<file path="src/rtl/fetch_pkg.sv">
// Shared fetch-path definitions: reset vector, canonical NOP, and the
// (pc, instr) pair stored by the fetch queue.
package fetch_pkg;

  localparam int FETCH_PC_W    = 32;
  localparam int FETCH_INSTR_W = 32;

  // Boot vector; the PC register resets here and the empty queue shows it.
  localparam logic [FETCH_PC_W-1:0]    RESET_PC  = 32'hBFC00000;
  // addi x0,x0,0 -- harmless word presented when nothing is queued.
  localparam logic [FETCH_INSTR_W-1:0] NOP_INSTR = 32'h00000013;

  typedef struct packed {
    logic [FETCH_PC_W-1:0]    pc;
    logic [FETCH_INSTR_W-1:0] instr;
  } fetch_entry_t;

endpackage

</file>
<file path="src/rtl/fetch_queue.sv">
// Fetch-to-decode decoupling buffer. Circular buffer of DEPTH entries with
// valid/ready on both sides and a single-cycle redirect flush. Handshake
// outputs depend only on registered state and flush, so there is no path
// from out_ready to in_ready and no in_* to out_* bypass.
module fetch_queue
  import fetch_pkg::*;
#(
  parameter int PC_WIDTH    = 32,
  parameter int INSTR_WIDTH = 32,
  parameter int DEPTH       = 4
) (
  input  logic                       clk,
  input  logic                       rst,
  input  logic                       flush,
  input  logic                       in_valid,
  output logic                       in_ready,
  input  logic [PC_WIDTH-1:0]        in_pc,
  input  logic [INSTR_WIDTH-1:0]     in_instr,
  output logic                       out_valid,
  input  logic                       out_ready,
  output logic [PC_WIDTH-1:0]        out_pc,
  output logic [INSTR_WIDTH-1:0]     out_instr,
  output logic [$clog2(DEPTH+1)-1:0] count
);

  localparam int PTR_W = $clog2(DEPTH);
  localparam int CNT_W = $clog2(DEPTH+1);

  logic [PTR_W-1:0] rd_ptr;
  logic [PTR_W-1:0] wr_ptr;
  logic [CNT_W-1:0] count_q;
  fetch_entry_t     mem [DEPTH];

  logic full;
  logic empty;
  logic push;
  logic pop;

  assign full      = (count_q == CNT_W'(DEPTH));
  assign empty     = (count_q == '0);
  // Flush masks both handshakes so nothing moves in the redirect cycle.
  assign in_ready  = !full && !flush;
  assign out_valid = !empty && !flush;
  assign push      = in_valid && in_ready;
  assign pop       = out_valid && out_ready;
  assign count     = count_q;

  // Pointer and occupancy update; reset beats flush beats transfers.
  // DEPTH is a power of two, so pointers wrap naturally on overflow.
  always_ff @(posedge clk) begin
    if (rst) begin
      rd_ptr  <= '0;
      wr_ptr  <= '0;
      count_q <= '0;
    end else if (flush) begin
      rd_ptr  <= '0;
      wr_ptr  <= '0;
      count_q <= '0;
    end else begin
      if (push) wr_ptr <= wr_ptr + 1'b1;
      if (pop)  rd_ptr <= rd_ptr + 1'b1;
      case ({push, pop})
        2'b10:   count_q <= count_q + 1'b1;
        2'b01:   count_q <= count_q - 1'b1;
        default: count_q <= count_q;
      endcase
    end
  end

  // Entry storage; not reset, only visible through a valid head entry.
  always_ff @(posedge clk) begin
    if (push && !rst) begin
      mem[wr_ptr].pc    <= FETCH_PC_W'(in_pc);
      mem[wr_ptr].instr <= FETCH_INSTR_W'(in_instr);
    end
  end

  // Head entry, or reset vector / NOP when empty so decode never sees stale data.
  always_comb begin
    out_pc    = PC_WIDTH'(RESET_PC);
    out_instr = INSTR_WIDTH'(NOP_INSTR);
    if (!empty) begin
      out_pc    = PC_WIDTH'(mem[rd_ptr].pc);
      out_instr = INSTR_WIDTH'(mem[rd_ptr].instr);
    end
  end

endmodule

</file>
<file path="config.mk">
export PLATFORM = sky130hd
export DESIGN_NAME = fetch_queue
export DESIGN_NICKNAME = d
export VERILOG_FILES = /design/src/rtl/fetch_pkg.sv /design/src/rtl/fetch_queue.sv
export SDC_FILE = /design/constraint.sdc
export NUM_CORES = 1
export LEC_CHECK = 0
export BUFFER_PORTS_ARGS = -buffer_cell sky130_fd_sc_hd__buf_2
export CAP_MARGIN = 10
export CORE_MARGIN = 3
export CORE_UTILIZATION = 60
export CTS_BUF_LIST = sky130_fd_sc_hd__clkbuf_4 sky130_fd_sc_hd__clkbuf_8
export DETAILED_ROUTE_END_ITERATION = 7
export GPL_TIMING_DRIVEN = 0
export PLACE_DENSITY = 0.93
export SLEW_MARGIN = 15
export SYNTH_ARGS = -nofsm -noshare
export SYNTH_HDL_FRONTEND = slang
export SYNTH_SLANG_ARGS = --single-unit
</file>
<file path="constraint.sdc">
create_clock -name clk -period 14.3 [get_ports clk]
set_input_delay 2.86 -clock clk [delete_from_list [all_inputs] [get_ports clk]]
set_output_delay 2.86 -clock clk [all_outputs]
set_load 0.05 [all_outputs]
</file>
==> After elaboration in Yosys (flattened, before gate mapping) <==
Memories as Yosys holds them, arrays and structs flattened. A register that Yosys moved wholly into a read port is not among the register bits.
Index checks and enable logic that the tools add are counted.
W data, S select, Z words.
{ "op_classes": {"mux": 7, "bitwise": 0, "order_cmp": 0, "n_mul": 0, "n_eq_ne": 3, "n_addsub": 4, "shifts": 0, "reduce_logical": 12, "div": 0} }
{ "ops": {"columns": ["operator", "count"], "rows": [
  ["$mux W32", 2],
  ["$pmux W3 S2", 1],
  ["$logic_and A1 B1 Y1", 5],
  ["$add A2 B1 Y2 const B", 2],
  ["$logic_not A1 Y1", 4],
  ["$mux W2", 2],
  ["$add A3 B1 Y3 const B", 1],
  ["$eq A3 B3 Y1 const B", 1],
  ["$logic_not A3 Y1", 1],
  ["$sub A3 B1 Y3 const B", 1],
  ["$eq A2 B1 Y1 const B", 1],
  ["$eq A2 B2 Y1 const B", 1],
  ["$mux W1", 2],
  ["$reduce_bool A2 Y1", 1],
  ["$reduce_or A2 Y1", 1]
]} }
{ "totals": {"ramBits": 256, "rom_bits": 0, "reg_bits": 7, "latchBits": 0, "wordCells": 30, "memories": 1} }
{ "mem_list": {"columns": ["name", "depth", "word_bits", "rd", "rd_ports_with_merged_regs", "wr", "line", "source"], "rows": [
  ["mem", 4, 64, 1, 1, 1, "fetch_queue.sv:32", "fetch_entry_t mem [DEPTH];"]
]} }

==> Depth between registers and ports, before layout <==
{ "depth": {"depth_word": 7, "mapped_depth": 8} }

==> Worst setup path before layout <==
OpenSTA, ideal clock, no wires.
{ "synth_timing": {"path_kind": "input port to flip-flop", "start": "input flush", "end": "memory mem[1][0] (netlist name), enable pin", "arrival_time_ps": 7886, "t_required_ps": 13722, "n_path_buf": 0, "slack_ps": 5835, "path_stages": 2, "path_cell_list": "nand3b_2 > nor3b_1"} }
{ "synth_between": {"elab_chain_len": 6} }
{ "synth_rtl": {"columns": ["item", "line", "source"], "rows": [
  ["from (decl)", "fetch_queue.sv:14", "input logic flush,"],
  ["$logic_not A1 Y1", "fetch_queue.sv:42", "assign in_ready = !full && !flush;"],
  ["$logic_and A1 B1 Y1", "fetch_queue.sv:42", null],
  ["$logic_and A1 B1 Y1", "fetch_queue.sv:44", "assign push = in_valid && in_ready;"],
  ["$logic_and A1 B1 Y1", "fetch_queue.sv:72", "if (push && !rst) begin"],
  ["$mux W1", "fetch_queue.sv:72", null],
  ["$mux W1 (not written as such)", "fetch_queue.sv:74", "mem[wr_ptr].instr <= FETCH_INSTR_W'(in_instr);"],
  ["to (decl)", "fetch_queue.sv:32", null]
]} }
Every way passes these cells.

==> Worst setup path after layout <==
{ "layout_timing": {"start": "input flush", "end": "output in_ready"} }
{ "layout_between": {"elab_chain_len": 2} }
{ "layout_rtl": {"columns": ["item", "line", "source"], "rows": [
  ["$logic_not A1 Y1", "fetch_queue.sv:42", null],
  ["$logic_and A1 B1 Y1", "fetch_queue.sv:42", null],
  ["to (decl)", "fetch_queue.sv:16", "output logic in_ready,"]
]} }
Every way passes these cells.

==> impl_results.md <==
* Clock power frac at 0.382
* Worst slew margin relative to its limit at 0.380
* Clock buffer depth at 3
* Worst r2r src: count[0]$_SDFFE_PP0P_
* VDD IR max at around 0.11 mV
* CP endpoint kind: output pin
* Crit path max fanout at 6
* Initial DRT Pass Iterations at 4
* Min setup slack post-route at around 8000 ps
* Post-synth EDFFs at approximately 260
* Area Growth Syn to Fin at 19.5%
* Core area at 0.0162 mm2
* DR vias at between 5000 and 6000
* Required @ worst endpoint at 11440 ps
* # clock sinks at around 270
* Post-CTS resize count at 0
* Most used DFF post-synth: edfxtp_1
* Worst R2R Path Depth at 6
* Synth Warn # at 0
* Grt total ovfl at 0
* I/O Pins at 138
* CP Launch Type: input pin
* Initial antenna violation count at 2
* RSZ-0062 raised after global routing: no
* Synth top cells by count: edfxtp_1, mux4_2, nor2b_1, dfxtp_1
* Placed Instance Area at 0.0114 mm2
* Root buf cell: clkbuf_8
* Port buffer count at ~140
* Final instance area at ~0.012 mm2
* Num CTS Buffers at 41
* Largest net degree at the start of global routing at 11
* Via density at ~5.6
* Top post-synthesis cells by area: edfxtp_1, mux4_2, nor2b_1
* Hold Path Origin: rd_ptr[1]$_SDFFE_PP0P_
* Fmax achieved at around 160 MHz
* PwrDens at 124 mW/mm2
* CTS clk-pin slew, worst paths at approximately 60 ps
* Post-route DRC at 0
* Synthesized cell area at 0.0101 mm2
* CTS tree: built
* Die width at around 140 um
* Mean Syn Cell Area at between 20 and 25 um2
* FFs w/ async S/R, synth at 0
* Layout net count at ~740
* Top cell type's share of synthesized area at 0.757
* Hold slack at a little over 500 ps
* Cell count after synthesis at 461
* Remaining antenna violation count at 0
* Switch share at 0.206
* Max-cap violations at 0
* Final WL at 19700 um
* Final setup viols at 0
* Latest clock arrival within the worst-skew pair at roughly 520 ps
* Die Y at between 100 and 150 um
* Hold Fails Final Rpt at 0
* CP arrival at around 3400 ps
* Tcrit/Tclk final at 0.439
* Setup repair bufs after CTS at 0
* Hold endpoint: rd_ptr[1]$_SDFFE_PP0P_
* First-pass GRT wire length at between 30000 and 40000 um
* DIE AREA at about 0.019 mm2
* Leakage at ~4.2 nW
* Hold WC Path Type: reg2reg
* Tot GR Track Use at 0.221
* Initial Util at 0.625
* Unique masters post-synth at 26
* Switch Pwr at a little over 0.0003 W
* Flop pwr share at 0.570
* Setup tns final at 0 ps
* FF+latch count, synth at 265
* WL/cell at 21.6 um
* Hold-fix buffers, CTS at 0
* Clock Skew at 19.1 ps
* Status: finished clean
* Sequential-to-total area share from yosys stat at 0.775
* Worst slew pin tran at between 900 and 1000 ps
* Tmin final at about 6300 ps
* Post-DP HPWL at 13700 um
* Reg2Reg Setup Slack at 11540 ps
* Vias in the first global route at around 5600
* P_int at approximately 0.0012 W
* Setup Crit Path Kind: in2out
* Initial drt markers at 347
* Pre-CTS setup slack at 8010 ps
* Count leader, synth: edfxtp_1
* Global placement routability congestion at roughly 0.72
* Mapped Nets at 536
* H-tree depth at 2
* Std-Cell Rows at 46
* Worst reg2reg path endpoint: mem[1][56]$_DFFE_PP_
* Largest area contributor in the netlist: edfxtp_1
* Hold depth at 2
* Fin. max-slew vios at 0
* Share of cells above drive strength 1 at 0.453
* Comb pwr share at 0.048
cell type report:
cell class                 count  area, um2
clock buffer                  54        662
sequential                   265       7870
tap                          216        270
multi-input combinational    169       2160
inverter                       5       18.8
timing repair buffer         165        945
clock inverter                13       78.8
fill                         944       4100
buffer                        22        126
antenna                        1       2.50
how the worst max path moves through the flow:
stage,from,endpoint
CTS,flush,in_ready
finish,flush,in_ready
floorplan,flush,mem[1][0]$_DFFE_PP_
global placement,flush,mem[1][54]$_DFFE_PP_
detailed placement,flush,in_ready
global route,flush,in_ready
power by group through the flow:
stage               sequential (W)  clock (W)  combinational [W]
finish                    0.000861   0.000577          0.0000718
global route              0.000861   0.000627          0.0000767
CTS                       0.000861   0.000589          0.0000723
detailed placement        0.000877          0          0.0000722
global placement          0.000878          0          0.0000663
floorplan                 0.000878          0          0.0000410
sequential cells by signal, summed over array words and instances (netlist names), named ones only:
| register | count |
|---|---|
| rd_ptr | 2 |
| wr_ptr | 2 |
| count | 3 |
| mem | 256 |
critical path, cell delays in order:
cell and delay (ps):
buf_2 140, nor2b_1 120, buf_2 290
logic make-up after synthesis:
| logic type | count (synthesis) | synth area share |
|---|---|---|
| buffers and inverters | 27 | 0.0143 |
| AOI/OAI and AO/OA | 6 | 0.00321 |
| muxes | 66 | 0.144 |
| adders and majority gates | 6 | 0.00814 |
| and+or+nand+nor | 88 | 0.0526 |
| DFF | 265 | 0.775 |
| xor gates and xnor gates | 3 | 0.00259 |
stage by stage:
step | std cells | total power (W) | util
5_1_grt | 910 | 0.00156 | 0.747
2_1_floorplan | 461 | 0.000919 | -
6_report | 910 | 0.00151 | 0.747
3_3_place_gp | 814 | 0.000944 | 0.684
3_5_place_dp | 842 | 0.000949 | 0.701
4_1_cts | 909 | 0.00152 | 0.747
metal layers:
layer,vias to the layer above,part of all wire,global-route usage,wire length [um]
li1,2282,-,-,-
met5,-,0.00036,0,7
met2,185,0.54,0.384,10600
met1,2628,0.38,0.278,7510
met3,31,0.063,0.0540,1250
met4,2,0.018,0.0694,351
layout by cell type (no fill, tap or decap), drive strengths merged:
master,Yosys,layout
dfxtp,9,9
or2,13,13
o31ai,1,1
or3b,1,1
xor2,3,3
nor3b,4,4
fa,1,1
nor3,1,1
nor2b,53,53
o21ai,2,2
nand3b,1,1
mux4,64,64
mux2i,2,2
nand2,5,5
buf,14,179
inv,5,5
diode,0,1
clkbuf,8,62
nor2,8,8
a21oi,3,3
bufinv,0,1
or3,2,2
edfxtp,256,256
ha,5,5
clkinv,0,12
Power figures use the tool's default switching activity.
